**src/rtl/clk_cl_hdr_pkg.sv**
```systemverilog
// rtl/clk_cl_hdr_pkg.sv - shared types and width helpers for the multi-cluster clock/reset header
package clk_cl_hdr_pkg;

    typedef enum logic [1:0] {
        IDLE    = 2'd0,
        PRECLK  = 2'd1,
        RELEASE = 2'd2,
        RUN     = 2'd3
    } state_e;

    localparam int STATE_W = 2;

    function automatic int cnt_width(input int cken_pre, input int stagger);
        int m;
        m = (cken_pre > stagger) ? cken_pre : stagger;
        return (m > 1) ? $clog2(m) : 1;
    endfunction

    function automatic int idx_width(input int num_cl);
        return (num_cl > 1) ? $clog2(num_cl) : 1;
    endfunction

    // Scan chain: synchroniser flops, then state, counter, index and the three output vectors.
    function automatic int chain_len(input int num_cl, input int sync_stages,
                                     input int cken_pre, input int stagger);
        return (2 + num_cl) * sync_stages + STATE_W + cnt_width(cken_pre, stagger)
               + idx_width(num_cl) + 3 * num_cl;
    endfunction

endpackage

```
**src/rtl/clk_cl_sync.sv**
```systemverilog
// rtl/clk_cl_sync.sv - multi-flop input synchroniser with async clear and scan mux
module clk_cl_sync #(
    parameter int STAGES = 2
) (
    input  logic clk,
    input  logic rst,
    input  logic se,
    input  logic si,
    input  logic d,
    output logic q
);

    logic [STAGES-1:0] ff;

    always_ff @(posedge clk or posedge rst) begin
        if (rst) begin
            ff <= '0;
        end else begin
            ff <= {ff[STAGES-2:0], se ? si : d};
        end
    end

    assign q = ff[STAGES-1];

endmodule

```
**src/rtl/clk_cl_hdr_multi.sv**
```systemverilog
// rtl/clk_cl_hdr_multi.sv - multi-cluster clock-enable/reset header with staggered reset release
module clk_cl_hdr_multi
    import clk_cl_hdr_pkg::*;
#(
    parameter int NUM_CL      = 4,
    parameter int SYNC_STAGES = 2,
    parameter int CKEN_PRE    = 4,
    parameter int STAGGER     = 2
) (
    input  logic              gclk,
    input  logic              arst,
    input  logic              grst_l,
    input  logic              gdbginit_l,
    input  logic [NUM_CL-1:0] cluster_cken,
    input  logic              force_cken,
    input  logic              se,
    input  logic              si,
    output logic              so,
    output logic [NUM_CL-1:0] rclk_en,
    output logic [NUM_CL-1:0] cluster_grst_l,
    output logic [NUM_CL-1:0] dbginit_l,
    output logic              seq_busy
);

    localparam int CW     = cnt_width(CKEN_PRE, STAGGER);
    localparam int IW     = idx_width(NUM_CL);
    localparam int NSYNC  = 2 + NUM_CL;
    localparam int TAIL_W = STATE_W + CW + IW + 3 * NUM_CL;
    localparam int R_LSB  = STATE_W + CW + IW;

    logic [NSYNC-1:0] sync_d;
    logic [NSYNC-1:0] sync_q;
    logic [NSYNC:0]   sync_si;

    assign sync_d     = {cluster_cken, gdbginit_l, grst_l};
    assign sync_si[0] = si;

    for (genvar g = 0; g < NSYNC; g++) begin : g_sync
        clk_cl_sync #(.STAGES(SYNC_STAGES)) u_sync (
            .clk (gclk),
            .rst (arst),
            .se  (se),
            .si  (sync_si[g]),
            .d   (sync_d[g]),
            .q   (sync_q[g])
        );
        assign sync_si[g+1] = sync_q[g];
    end

    logic              grst_s;
    logic              dbg_s;
    logic [NUM_CL-1:0] cken_s;

    assign grst_s = sync_q[0];
    assign dbg_s  = sync_q[1];
    assign cken_s = sync_q[NSYNC-1:2];

    // All sequencing flops live in one vector so scan shifts through them in chain order.
    logic [TAIL_W-1:0] tail_q;
    logic [TAIL_W-1:0] tail_d;
    state_e            state_q, state_d;
    logic [CW-1:0]     cnt_q, cnt_d;
    logic [IW-1:0]     idx_q, idx_d;
    logic [NUM_CL-1:0] rclk_q, rclk_d, grst_q, grst_d, dbg_q, dbg_d;
    logic              abort;

    assign state_q = state_e'(tail_q[STATE_W-1:0]);
    assign cnt_q   = tail_q[STATE_W +: CW];
    assign idx_q   = tail_q[STATE_W+CW +: IW];
    assign rclk_q  = tail_q[R_LSB +: NUM_CL];
    assign grst_q  = tail_q[R_LSB+NUM_CL +: NUM_CL];
    assign dbg_q   = tail_q[R_LSB+2*NUM_CL +: NUM_CL];

    assign abort = (state_q != IDLE) && !grst_s;

    always_comb begin
        state_d = state_q;
        cnt_d   = cnt_q;
        idx_d   = idx_q;
        rclk_d  = '1;
        grst_d  = grst_q;
        if (abort) begin
            state_d = IDLE;
            cnt_d   = '0;
            idx_d   = '0;
            grst_d  = '0;
        end else begin
            case (state_q)
                IDLE: begin
                    grst_d = '0;
                    if (grst_s) begin
                        state_d = PRECLK;
                        cnt_d   = '0;
                    end
                end
                PRECLK: begin
                    if (cnt_q == CW'(CKEN_PRE - 1)) begin
                        grst_d[0] = 1'b1;
                        cnt_d     = '0;
                        idx_d     = IW'(1);
                        state_d   = (NUM_CL == 1) ? RUN : RELEASE;
                    end else begin
                        cnt_d = cnt_q + 1'b1;
                    end
                end
                RELEASE: begin
                    if (cnt_q == CW'(STAGGER - 1)) begin
                        grst_d[idx_q] = 1'b1;
                        cnt_d         = '0;
                        idx_d         = idx_q + 1'b1;
                        if (idx_q == IW'(NUM_CL - 1)) begin
                            state_d = RUN;
                        end
                    end else begin
                        cnt_d = cnt_q + 1'b1;
                    end
                end
                RUN: begin
                    rclk_d = cken_s | {NUM_CL{force_cken}};
                end
                default: begin
                    state_d = IDLE;
                end
            endcase
        end
        // Debug-init follows the cluster's current reset, so it cannot lift before the cluster does.
        dbg_d  = abort ? '0 : ({NUM_CL{dbg_s}} & grst_q);
        tail_d = {dbg_d, grst_d, rclk_d, idx_d, cnt_d, state_d};
    end

    always_ff @(posedge gclk or posedge arst) begin
        if (arst) begin
            tail_q <= '0;
        end else if (se) begin
            tail_q <= {tail_q[TAIL_W-2:0], sync_si[NSYNC]};
        end else begin
            tail_q <= tail_d;
        end
    end

    assign so             = tail_q[TAIL_W-1];
    assign rclk_en        = rclk_q;
    assign cluster_grst_l = grst_q;
    assign dbginit_l      = dbg_q;
    assign seq_busy       = (state_q != RUN);

endmodule

```
**config.mk**
```make
export PLATFORM = sky130hd
export DESIGN_NAME = clk_cl_hdr_multi
export DESIGN_NICKNAME = d
export VERILOG_FILES = /design/src/rtl/clk_cl_hdr_pkg.sv /design/src/rtl/clk_cl_sync.sv /design/src/rtl/clk_cl_hdr_multi.sv
export SDC_FILE = /design/constraint.sdc
export NUM_CORES = 1
export LEC_CHECK = 0
export CELL_PAD_IN_SITES_DETAIL_PLACEMENT = 0
export CELL_PAD_IN_SITES_GLOBAL_PLACEMENT = 1
export CORE_ASPECT_RATIO = 1.1
export CORE_MARGIN = 8
export CORE_UTILIZATION = 38
export DETAILED_ROUTE_END_ITERATION = 16
export GPL_TIMING_DRIVEN = 0
export HOLD_SLACK_MARGIN = 0.05
export PLACE_DENSITY = 0.76
export SLEW_MARGIN = 10
export SYNTH_ARGS = -nofsm -noshare
export SYNTH_HDL_FRONTEND = slang
export SYNTH_HIERARCHICAL = 1
export SYNTH_SLANG_ARGS = --single-unit
```
**constraint.sdc**
```tcl
create_clock -name gclk -period 1.6 [get_ports gclk]
set_input_delay 0.32 -clock gclk [delete_from_list [all_inputs] [get_ports gclk]]
set_output_delay 0.32 -clock gclk [all_outputs]
set_load 0.005 [all_outputs]
```
# == Word-level counts from Yosys, hierarchy flattened ==
# Index checks and enable logic that the tools add are counted.
# word_totals
ff_bits,30
input_bits,11
output_inout_bits,14
elab_cells,75
# classes
add_sub_neg,2
order_cmp,2
eq_ne,11
mux,32
n_bitwise,3
reduce_logical,13
# ops
operator,count
two-way mux 2 bit,12
two-way mux 4 bit,5
two-way mux 18 bit,1
"inequality test 4 bit, second input constant",3
case mux 2 bit (3 select lines),2
"equality test 2 bit, second input constant",4
two-way mux 1 bit,8
bitwise OR 4 bit,2
nonzero test 4 bit,2
case mux 3 bit (2 select lines),1
AND reduction 3 bit,2
AND reduction 5 bit,1
nonzero test 5 bit,1
"adder 2 x 1 -> 2 bit, second input constant",2
bitwise AND 4 bit,1
"equality test 2 x 1 -> 1 bit, second input constant",2
"inequality test 4 x 3 -> 1 bit, second input constant",1
case mux 2 bit (2 select lines),1
AND reduction 2 bit,2
"less-than comparator 2 x 3 -> 1 bit, second input constant",1
case mux 1 bit (3 select lines),1
demux 1 bit (select 2 bit),1
">= comparator 2 x 1 -> 1 bit, second input constant",1
logical AND 1 bit,2
other kinds (4),4

# == Logic depth before layout (Yosys ltp) ==
# Gate-level depths: netlist of the first run.
# logic_depth
depth_word,9
depth_mapped,7
ltp_nobuf,6

# == By module ==
# The synthesis of the first run kept the hierarchy.
# modules_own_cells
mod,instances,cells_each,area_each_um2,seq_area_each_um2
clk_cl_hdr_multi,1,127,1223.7,450.4
clk_cl_sync,6,4,68.8,50.0

# == Worst setup path after synthesis of the first run ==
# No wires, ideal clock.
# synth_path
kind,register to register
from,register tail_q[1]
to,register tail_q[2]
setup_ps,125
arrival_time_ps,1574
required_time_ps,1475
path_slack_ps,-99
path_stages_with_launch,6
n_path_buf,0
period_less_slack_ps,1699
path_cell_list,dfrtp_1 -> inv_1 -> ha_1 -> or2_1 -> o32a_4 -> mux2_4
# synth_between
elab_chain_cells,4
elab_cells_between_ends,11
classes_between,3 x eq/ne; 3 x mux; 5 x reduce/logical
# synth_lines
element,line,source
from (decl),clk_cl_hdr_multi.sv:59,logic [TAIL_W-1:0] tail_q;
from (signal assigned),clk_cl_hdr_multi.sv:135,"tail_q <= {tail_q[TAIL_W-2:0], sync_si[NSYNC]};"
from (signal assigned),clk_cl_hdr_multi.sv:137,tail_q <= tail_d;
"equality test 2 bit, or another cell as far along",clk_cl_hdr_multi.sv:88,case (state_q)
case mux 2 bit (3 select lines) or logical AND 1 bit (tied branches),"clk_cl_hdr_multi.sv:88, clk_cl_hdr_multi.sv:74",
"two-way mux 2 bit, or another cell as far along",clk_cl_hdr_multi.sv:82,if (abort) begin
two-way mux 18 bit or AND reduction 2 bit (tied branches),n/a,
# Several ways; a longest one is shown, not always the timed one.
# A chain may end at the register's enable or synchronous reset.

# == Final worst setup path of the first run ==
# Same ends and word-level chain as after synthesis.

==> results of run 1 <==
final cells by class:
cell class / instances / share of cell area, %
Sequential cell: 30 / 30.9
Multi-Input combinational cell: 88 / 35.4
Inverter: 18 / 2.98
Clock inverter: 2 / 2.47
Tap cell: 54 / 2.77
Clock buffer: 6 / 3.39
Buffer: 14 / 4.11
Timing Repair Buffer: 48 / 17.9
cells in the final DEF (no fill, tap or decap), types with 3 or more instances in the layout:
cell type,count
buf_4,32
dfrtp_1,28
clkdlybuf4s50_1,20
inv_1,16
nand2_1,9
mux2_4,8
ha_1,7
nor2_1,6
clkbuf_8,6
a22o_1,5
a21oi_1,4
ha_4,4
buf_6,4
o21ai_1,3
mux2i_1,3
o21ai_0,3
a2bb2oi_1,3
per-layer routing:
layer,vias to the layer above,global-route usage (%),routed length [um]
met5,-,0,0
met3,11,3.81,223
met4,0,7.76,119
li1,611,-,-
met1,617,12.1,1550
met2,37,21.4,2120
state kept, by name (all words and copies together) (netlist names):
| register | flops |
|---|---|
| tail_q | 18 |
| g_sync.u_sync/ff | 12 |
Yosys cell counts:
cell type  instances
nand4b_1           1
o21ba_2            1
and3_1             1
or2_1              1
mux2i_1            4
a31oi_1            1
buf_4             12
and2_1             1
a32o_1             1
o31ai_1            1
nand2_1           11
a32oi_1            1
a22o_1             5
nor2_2             1
mux2_4             7
o21a_1             1
mux2_2             1
ha_1              12
a2bb2oi_1          3
o21ai_0            8
nor2b_1            2
nand3b_1           1
o311ai_1           1
o21bai_1           1
dfrtp_1           30
nor2_1             8
buf_2              2
o32a_4             1
a21oi_1            4
and2_4             1
a21boi_0           2
inv_1             18
o22ai_1            1
clkbuf_1           1
a22oi_1            2
a41o_1             1
or2b_2             1
what timing repair did:
| item | in CTS | in global routing |
|---|---|---|
| setup buffers | 21 | 3 |
| endpoints found under the setup margin | 23 | 23 |
| pin swaps | 6 | 6 |
| endpoints found under the hold margin | 0 | 0 |
| resized for setup | 41 | 14 |
power breakdown:
part	leakage [nW]	total, mW	switching, mW	internal, mW
combinational	0.732	2.16	0.929	1.23
sequential	0.359	1.11	0.168	0.937
clock	0.0714	0.951	0.287	0.664
final timing paths:
check                                       start                      to  cells after the start
max                                     tail_q[1]               tail_q[2]                      5
min                        g_sync[2].u_sync/ff[0]  g_sync[2].u_sync/ff[1]                      0
max reg2reg                             tail_q[1]               tail_q[2]                      5
min reg2reg                g_sync[2].u_sync/ff[0]  g_sync[2].u_sync/ff[1]                      0
max in group asynchronous                    arst               tail_q[0]                      2
min in group asynchronous                    arst  g_sync[4].u_sync/ff[0]                      2
kinds of logic after synthesis:
kind of cell	synth area share, %
buffers and inverters	10.5
AO/OA/AOI/OAI	16.2
AND/OR/NAND/NOR	8.72
multiplexers	9.56
adder cells (fa/ha/maj)	9.17
flip-flops	45.9
stage by stage:
| stage | area (um2) | utilization [%] | cells |
|---|---|---|---|
| 3_3_place_gp | 1950 | 46.2 | 229 |
| 5_1_grt | 2430 | 57.7 | 260 |
| 2_1_floorplan | 1640 | - | 151 |
| 4_1_cts | 2400 | 56.7 | 258 |
| 3_5_place_dp | 1950 | 46.2 | 229 |
| 6_report | 2430 | 57.7 | 260 |
==> impl_metrics.env, run 1 <==
export IMPL_drt_iter0_drc=62
export IMPL_wire_per_inst_um=15.4
export IMPL_io_buffers=24
export IMPL_timing_fmax_ghz=0.589
export IMPL_initial_core_util_pct=38.8
export IMPL_critPathMaxStageDelay_ns=0.43
export IMPL_nets=228
export IMPL_grt_use_total_pct=12.2
export IMPL_peakVddDrop_v=0.000686
export IMPL_yosys_area_top_type="dfrtp_1"
export IMPL_syn_num_nets=174
export IMPL_cts_root_buf="clkbuf_8"
export IMPL_path_cells="inv_4 > ha_4 > or2_4 > o32a_4 > mux2_4"
export IMPL_slew_viol_final=0
export IMPL_slowest_stage="dfrtp_2"
export IMPL_finClkSkew_ns=0.00657
export IMPL_r2r_slack_ns=-0.1
export IMPL_die_h_um=84.8
export IMPL_num_vias=1276
export IMPL_worst_setup_path_end_kind="flop"
export IMPL_crit_buf_inv=1
export IMPL_crit_type="reg2reg"
export IMPL_ios=25
export IMPL_numCtsBuffers=5
export IMPL_power_density_nw_per_um2=1730
export IMPL_setup_ws_ns=-0.0978
export IMPL_synth_top_cell_area_share_pct=45.9
export IMPL_cellLeakagePower_nw=1.16
export IMPL_finalPower_mw=4.21
export IMPL_antenna_found_initial=0
export IMPL_fillers=363
export IMPL_synth_area_leaders="dfrtp_1 (46%), ha_1 (9.2%), mux2_4 (6.4%), buf_4 (5.5%), inv_1 (4.1%)"
export IMPL_clk_latency_ns=0.28
export IMPL_overflow=0
export IMPL_die_x_um=78.6
export IMPL_rsz0062_at_grt="yes"
export IMPL_dp_slack_ns=-0.687
export IMPL_synth_area_um2=1640
export IMPL_holdCritPathClass="reg2reg"
export IMPL_cp_max_fo=4
export IMPL_cts_buffer_depth=2
export IMPL_synth_warnings=6
export IMPL_hold_violations=0
export IMPL_finalSetupTns_ns=-0.290
export IMPL_post_route_period_util_pct=106
export IMPL_final_antenna_net_count=0
export IMPL_grt_pass1_vias=1361
export IMPL_required_ns=1.77
export IMPL_wl_mm=4.01
export IMPL_arrival_ns=1.87
export IMPL_areaGrowthSynthToFinish_pct=48.8
export IMPL_cp_start_kind="flop"
export IMPL_worst_pin_slew_ns=0.678
export IMPL_finalCriticalPeriod_ns=1.70
export IMPL_avgSynthCellArea_um2=10.8
export IMPL_dieArea_um2=6670
export IMPL_insertedDiodeCount=0
export IMPL_hpwl_mm=2.62
export IMPL_yosys_cell_types_count=37
export IMPL_grt_pass1_wl_mm=6.38
export IMPL_cp_top_family="flip-flops"
export IMPL_ys_seq_area_share_pct=45.9
export IMPL_place_congestion=0.768
export IMPL_grt_start_max_net_pins=19
export IMPL_multi_input_area_um2=862
export IMPL_status="finished with violations"
export IMPL_htreeDepth=2
export IMPL_vias_per_cell=4.91
export IMPL_clkTransAtPathRegs_ns=0.07
export IMPL_hold_ws_ns=0.351
export IMPL_core_area_um2=4220
export IMPL_drv_cap=0
export IMPL_drt_pass1_iterations=4
export IMPL_setup_viol=8
export IMPL_holdBufCountCts=0
export IMPL_synth_cells=151
export IMPL_drc=0
export IMPL_drive_gt1_share_pct=40.8
export IMPL_cts_tree="yes"
export IMPL_slew_headroom_pct=54.8
export IMPL_ys_seq_elements=30
export IMPL_cts_sinks=30
export IMPL_seq_area_um2=753
export IMPL_violations="negative setup slack"
export IMPL_num_rows=25
Power figures use the tool's default switching activity.
==> run 2: changes to the inputs <==
--- a/config.mk
+++ b/config.mk
@@ -9,11 +9,11 @@
 export CELL_PAD_IN_SITES_GLOBAL_PLACEMENT = 1
 export CORE_ASPECT_RATIO = 1.1
 export CORE_MARGIN = 8
-export CORE_UTILIZATION = 38
+export CORE_UTILIZATION = 40
 export DETAILED_ROUTE_END_ITERATION = 16
 export GPL_TIMING_DRIVEN = 0
 export HOLD_SLACK_MARGIN = 0.05
-export PLACE_DENSITY = 0.76
+export PLACE_DENSITY = 0.77
 export SLEW_MARGIN = 10
 export SYNTH_ARGS = -nofsm -noshare
 export SYNTH_HDL_FRONTEND = slang
==> constraint.sdc (replaced) <==
create_clock -name gclk -period 1.75 [get_ports gclk]
set_input_delay 0.35 -clock gclk [delete_from_list [all_inputs] [get_ports gclk]]
set_output_delay 0.35 -clock gclk [all_outputs]
set_load 0.005 [all_outputs]
==> impl_metrics.env, run 2 (same netlist as run 1, synthesis figures left out) <==
export IMPL_finalCriticalPeriod_ns=1.71
export IMPL_num_rows=24
export IMPL_die_x_um=77.0
export IMPL_drive_gt1_share_pct=26.1
export IMPL_holdCritPathClass="reg2reg"
export IMPL_setup_viol=0
export IMPL_drt_pass1_iterations=4
export IMPL_clk_latency_ns=0.28
export IMPL_largest_register="tail_q"
export IMPL_clkTransAtPathRegs_ns=0.06
export IMPL_power_density_nw_per_um2=1380
export IMPL_overflow=0
export IMPL_core_area_um2=3930
export IMPL_areaGrowthSynthToFinish_pct=28.7
export IMPL_arrival_ns=1.87
export IMPL_slew_headroom_pct=54.4
export IMPL_holdBufCountCts=0
export IMPL_crit_type="reg2reg"
export IMPL_worst_setup_path_end_kind="flop"
export IMPL_io_buffers=24
export IMPL_slew_viol_final=0
export IMPL_hold_ws_ns=0.350
export IMPL_dieArea_um2=6400
export IMPL_path_cells="inv_4 > ha_1 > buf_6 > nor2b_1 > o21ai_2 > o21ai_0 > mux2_4"
export IMPL_place_congestion=0.826
export IMPL_cp_start_kind="flop"
export IMPL_finalSetupTns_ns=0
export IMPL_die_h_um=83.1
export IMPL_grt_start_max_net_pins=19
export IMPL_wire_per_inst_um=14.2
export IMPL_cp_top_family="flip-flops"
export IMPL_hold_violations=0
export IMPL_post_route_period_util_pct=97.4
export IMPL_vias_per_cell=4.95
export IMPL_htreeDepth=2
export IMPL_top_regs="tail_q: 18 flops, g_sync.u_sync/ff: 12 flops"
export IMPL_crit_buf_inv=2
export IMPL_grt_use_total_pct=11.4
export IMPL_slowest_stage="dfrtp_2"
export IMPL_cp_max_fo=9
export IMPL_drc=0
export IMPL_finClkSkew_ns=0.00650
export IMPL_cts_buffer_depth=2
export IMPL_ios=25
export IMPL_drt_iter0_drc=50
export IMPL_peakVddDrop_v=0.000636
export IMPL_num_vias=1169
export IMPL_hpwl_mm=2.51
export IMPL_grt_pass1_wl_mm=5.98
export IMPL_antenna_found_initial=0
export IMPL_wl_mm=3.35
export IMPL_largest_reg_flops=18
export IMPL_final_antenna_net_count=0
export IMPL_layout_commonest_cell="dfrtp_1"
export IMPL_required_ns=1.91
export IMPL_drv_cap=0
export IMPL_layout_common_cells="dfrtp_1 (28), clkdlybuf4s50_1 (22), inv_1 (16)"
export IMPL_initial_core_util_pct=41.6
export IMPL_cts_tree="yes"
export IMPL_numCtsBuffers=5
export IMPL_critPathMaxStageDelay_ns=0.45
export IMPL_cellLeakagePower_nw=1.00
export IMPL_insertedDiodeCount=0
export IMPL_cts_root_buf="clkbuf_8"
export IMPL_timing_fmax_ghz=0.586
export IMPL_nets=207
export IMPL_cts_sinks=30
export IMPL_fillers=356
export IMPL_grt_pass1_vias=1243
export IMPL_status="finished clean"
export IMPL_worst_pin_slew_ns=0.683
export IMPL_rsz0062_at_grt="yes"
run 2: cell count changes in the layout (fill, tap and decap cells not counted), moves of 3 or more:
cell	change
buf_4	-18
o21ai_0	+4
buf_6	-3
o21ai_1	-3
run 2: layer usage:
layer  share of wire, %  vias up  global-route usage, %
met5                  0        -                      0
met4                2.7        0                   7.39
met3                5.3        7                   3.34
met2                 50       30                   18.2
met1                 42      563                   13.1
li1                   -      569                      -
run 2: final timing paths:
| kind | from | end | slack, ns | cells past startpoint |
|---|---|---|---|---|
| setup reg to reg | tail_q[0] | tail_q[2] | 0.04 | 7 |
| setup / recovery | tail_q[0] | tail_q[2] | 0.04 | 7 |
| hold / removal | g_sync[5].u_sync/ff[0] | g_sync[5].u_sync/ff[1] | 0.35 | 0 |
| min in group asynchronous | arst | g_sync[1].u_sync/ff[0] | 0.39 | 2 |
| hold reg to reg | g_sync[5].u_sync/ff[0] | g_sync[5].u_sync/ff[1] | 0.35 | 0 |
| max in group asynchronous | arst | tail_q[1] | 0.61 | 2 |
run 2: layout make-up:
cell class | count | area, um2 | share of cell area (%)
flip-flops and latches | 30 | 753 | 35.8
well taps | 52 | 65.1 | 3.09
clock buffers | 5 | 68.8 | 3.27
repair buffers | 26 | 249 | 11.8
plain buffers | 15 | 110 | 5.23
clock inverters | 2 | 10.0 | 0.475
multi-input cells | 88 | 777 | 36.9
inverters | 18 | 72.6 | 3.45
run 2: where the power goes:
group / leakage, nW / switching, mW / total, mW / internal (mW)
clock network: 0.0438 / 0.245 / 0.511 / 0.266
registers: 0.359 / 0.180 / 1.04 / 0.857
logic: 0.597 / 0.603 / 1.36 / 0.761
run 2: what timing repair did:
| item | in CTS | in global routing |
|---|---|---|
| gates cloned | 0 | 0 |
| gates resized for setup | 11 | 15 |
| setup buffers | 2 | 0 |
| endpoints found under the setup margin | 19 | 14 |
run 2: metrics by stage:
stage / power [mW] / std cells / setup WS (ns) / utilization [%] / area (um2)
after floorplan: 1.81 / 151 / 0.0508 / - / 1640
final: 2.91 / 236 / 0.0448 / 53.5 / 2110
after global placement: 2.19 / 227 / -0.572 / 49.4 / 1940
after detailed placement: 2.22 / 227 / -0.574 / 49.4 / 1940
after global routing: 3.13 / 236 / -0.0111 / 53.5 / 2110
after CTS: 2.80 / 236 / 0.0105 / 52.2 / 2050
==> run 3: changes to the inputs <==
--- a/config.mk
+++ b/config.mk
@@ -5,11 +5,13 @@
 export SDC_FILE = /design/constraint.sdc
 export NUM_CORES = 1
 export LEC_CHECK = 0
+export CAP_MARGIN = 20
 export CELL_PAD_IN_SITES_DETAIL_PLACEMENT = 0
 export CELL_PAD_IN_SITES_GLOBAL_PLACEMENT = 1
 export CORE_ASPECT_RATIO = 1.1
 export CORE_MARGIN = 8
 export CORE_UTILIZATION = 40
+export CTS_BUF_LIST = sky130_fd_sc_hd__clkbuf_4
 export DETAILED_ROUTE_END_ITERATION = 16
 export GPL_TIMING_DRIVEN = 0
 export HOLD_SLACK_MARGIN = 0.05
==> constraint.sdc (replaced) <==
create_clock -name gclk -period 2.06 [get_ports gclk]
set_input_delay 0.412 -clock gclk [delete_from_list [all_inputs] [get_ports gclk]]
set_output_delay 0.412 -clock gclk [all_outputs]
set_load 0.005 [all_outputs]
==> impl_metrics.env, run 3 (same netlist as run 1, synthesis figures left out) <==
export IMPL_cp_start_kind="flop"
export IMPL_slew_viol_final=0
export IMPL_grt_start_max_net_pins=19
export IMPL_drive_gt1_share_pct=21.2
export IMPL_endpoint="seq_busy"
export IMPL_path_depth=3
export IMPL_finClkSkew_ns=0.0111
export IMPL_clkTransAtPathRegs_ns=0.09
export IMPL_rsz0062_at_grt="no"
export IMPL_final_antenna_net_count=0
export IMPL_clk_latency_ns=0.33
export IMPL_insertedDiodeCount=0
export IMPL_initial_core_util_pct=41.6
export IMPL_dp_cells=227
export IMPL_dieArea_um2=6400
export IMPL_cts_tree="yes"
export IMPL_cts_buffer_depth=2
export IMPL_drt_pass1_iterations=4
export IMPL_critPathMaxStageDelay_ns=0.49
export IMPL_post_route_period_util_pct=96.6
export IMPL_layout_commonest_cell="dfrtp_1"
export IMPL_r2r_start="tail_q[1]"
export IMPL_wire_per_inst_um=13.9
export IMPL_hold_violations=0
export IMPL_cellLeakagePower_nw=0.982
export IMPL_seq_area_um2=753
export IMPL_slew_headroom_pct=54.3
export IMPL_nets=207
export IMPL_num_rows=24
export IMPL_worst_pin_slew_ns=0.685
export IMPL_dp_slack_ns=-0.326
export IMPL_slowest_stage="clkdlybuf4s50_1"
export IMPL_drc=0
export IMPL_crit_buf_inv=2
export IMPL_overflow=0
export IMPL_holdCritPathClass="reg2reg"
export IMPL_core_area_um2=3930
export IMPL_status="finished clean"
export IMPL_antenna_found_initial=0
export IMPL_die_h_um=83.1
export IMPL_rr_worst_depth=6
export IMPL_peakVddDrop_v=0.000504
export IMPL_setup_ws_ns=0.0693
export IMPL_worstSetupStartpoint="tail_q[0]"
export IMPL_wl_mm=3.28
export IMPL_multi_input_area_um2=717
export IMPL_worstReg2RegEnd="tail_q[10]"
export IMPL_numCtsBuffers=5
export IMPL_min_from="g_sync[5].u_sync/ff[0]"
export IMPL_setup_viol=0
export IMPL_die_x_um=77.0
export IMPL_num_vias=1157
export IMPL_io_buffers=24
export IMPL_r2r_slack_ns=0.16
export IMPL_largest_reg_flops=18
export IMPL_path_cells="ha_1 > inv_1 > clkdlybuf4s50_1"
export IMPL_timing_fmax_ghz=0.502
export IMPL_ios=25
export IMPL_final_util_pct=51.1
export IMPL_cp_top_family="buffers and inverters"
export IMPL_cts_root_buf="clkbuf_4"
export IMPL_finalCriticalPeriod_ns=1.99
export IMPL_grt_use_total_pct=11.2
export IMPL_power_density_nw_per_um2=1100
export IMPL_areaGrowthSynthToFinish_pct=22.9
export IMPL_hpwl_mm=2.51
export IMPL_top_regs="tail_q: 18 flops, g_sync.u_sync/ff: 12 flops"
export IMPL_grt_pass1_wl_mm=5.89
export IMPL_htreeDepth=2
export IMPL_fin_cells=236
export IMPL_crit_type="reg2out"
export IMPL_grt_pass1_vias=1210
export IMPL_largest_register="tail_q"
export IMPL_required_ns=1.65
export IMPL_holdPathStages=0
export IMPL_fillers=361
export IMPL_drt_iter0_drc=46
export IMPL_vias_per_cell=4.90
export IMPL_place_congestion=0.826
export IMPL_cts_sinks=30
export IMPL_cp_max_fo=7
export IMPL_drv_cap=0
export IMPL_layout_common_cells="dfrtp_1 (28), clkdlybuf4s50_1 (23), inv_1 (18)"
export IMPL_worst_setup_path_end_kind="output pin"
export IMPL_arrival_ns=1.58
export IMPL_holdBufCountCts=0
-- run 3: area by class of cell --
cell class                 instances  share of cell area (%)
buffer                            15                    5.16
clock buffer                       5                    1.87
clock inverter                     2                   0.498
inverter                          18                    3.36
multi-input combinational         88                    35.6
sequential                        30                    37.4
tap                               52                    3.23
timing repair buffer              26                    12.8
-- run 3: power breakdown --
part	internal [mW]	total [mW]	leakage, nW	switching, mW
clock	0.122	0.317	0.0308	0.195
combinational	0.578	1.03	0.592	0.454
sequential	0.727	0.873	0.359	0.147
total	1.43	2.22	0.982	0.795
-- run 3: how the worst min path moves through the flow --
| stage | endpoint | slack (ns) |
|---|---|---|
| 6_report | g_sync[5].u_sync/ff[1] | 0.36 |
| 5_1_grt | g_sync[1].u_sync/ff[1] | 0.38 |
| 4_1_cts | g_sync[5].u_sync/ff[1] | 0.36 |
| 3_5_place_dp | g_sync[4].u_sync/ff[1] | 0.34 |
| 3_3_place_gp | g_sync[1].u_sync/ff[1] | 0.34 |
| 2_1_floorplan | g_sync[0].u_sync/ff[0] | 0.15 |
-- run 3: through the flow --
step / instance area, um2 / power (mW) / TNS, ns / hold slack [ns]
floorplan: 1640 / 1.54 / 0 / 0.153
global placement: 1940 / 1.86 / -3.38 / 0.336
detailed placement: 1940 / 1.89 / -3.67 / 0.336
CTS: 1990 / 2.21 / 0 / 0.359
global route: 2010 / 2.41 / 0 / 0.377
finish: 2010 / 2.22 / 0 / 0.357
-- run 3: what timing repair did --
action | CTS | global route
resized for setup | 0 | 4
setup endpoints to repair | 0 | 9
buffers inserted | 0 | 2
-- run 3: routing by layer --
metal	up-vias	track usage [%]	part of all wire, %
met1	557	13.0	43
li1	571	-	-
met2	23	17.6	49
met5	-	0	0
met3	6	3.99	5.7
met4	0	6.36	2.1
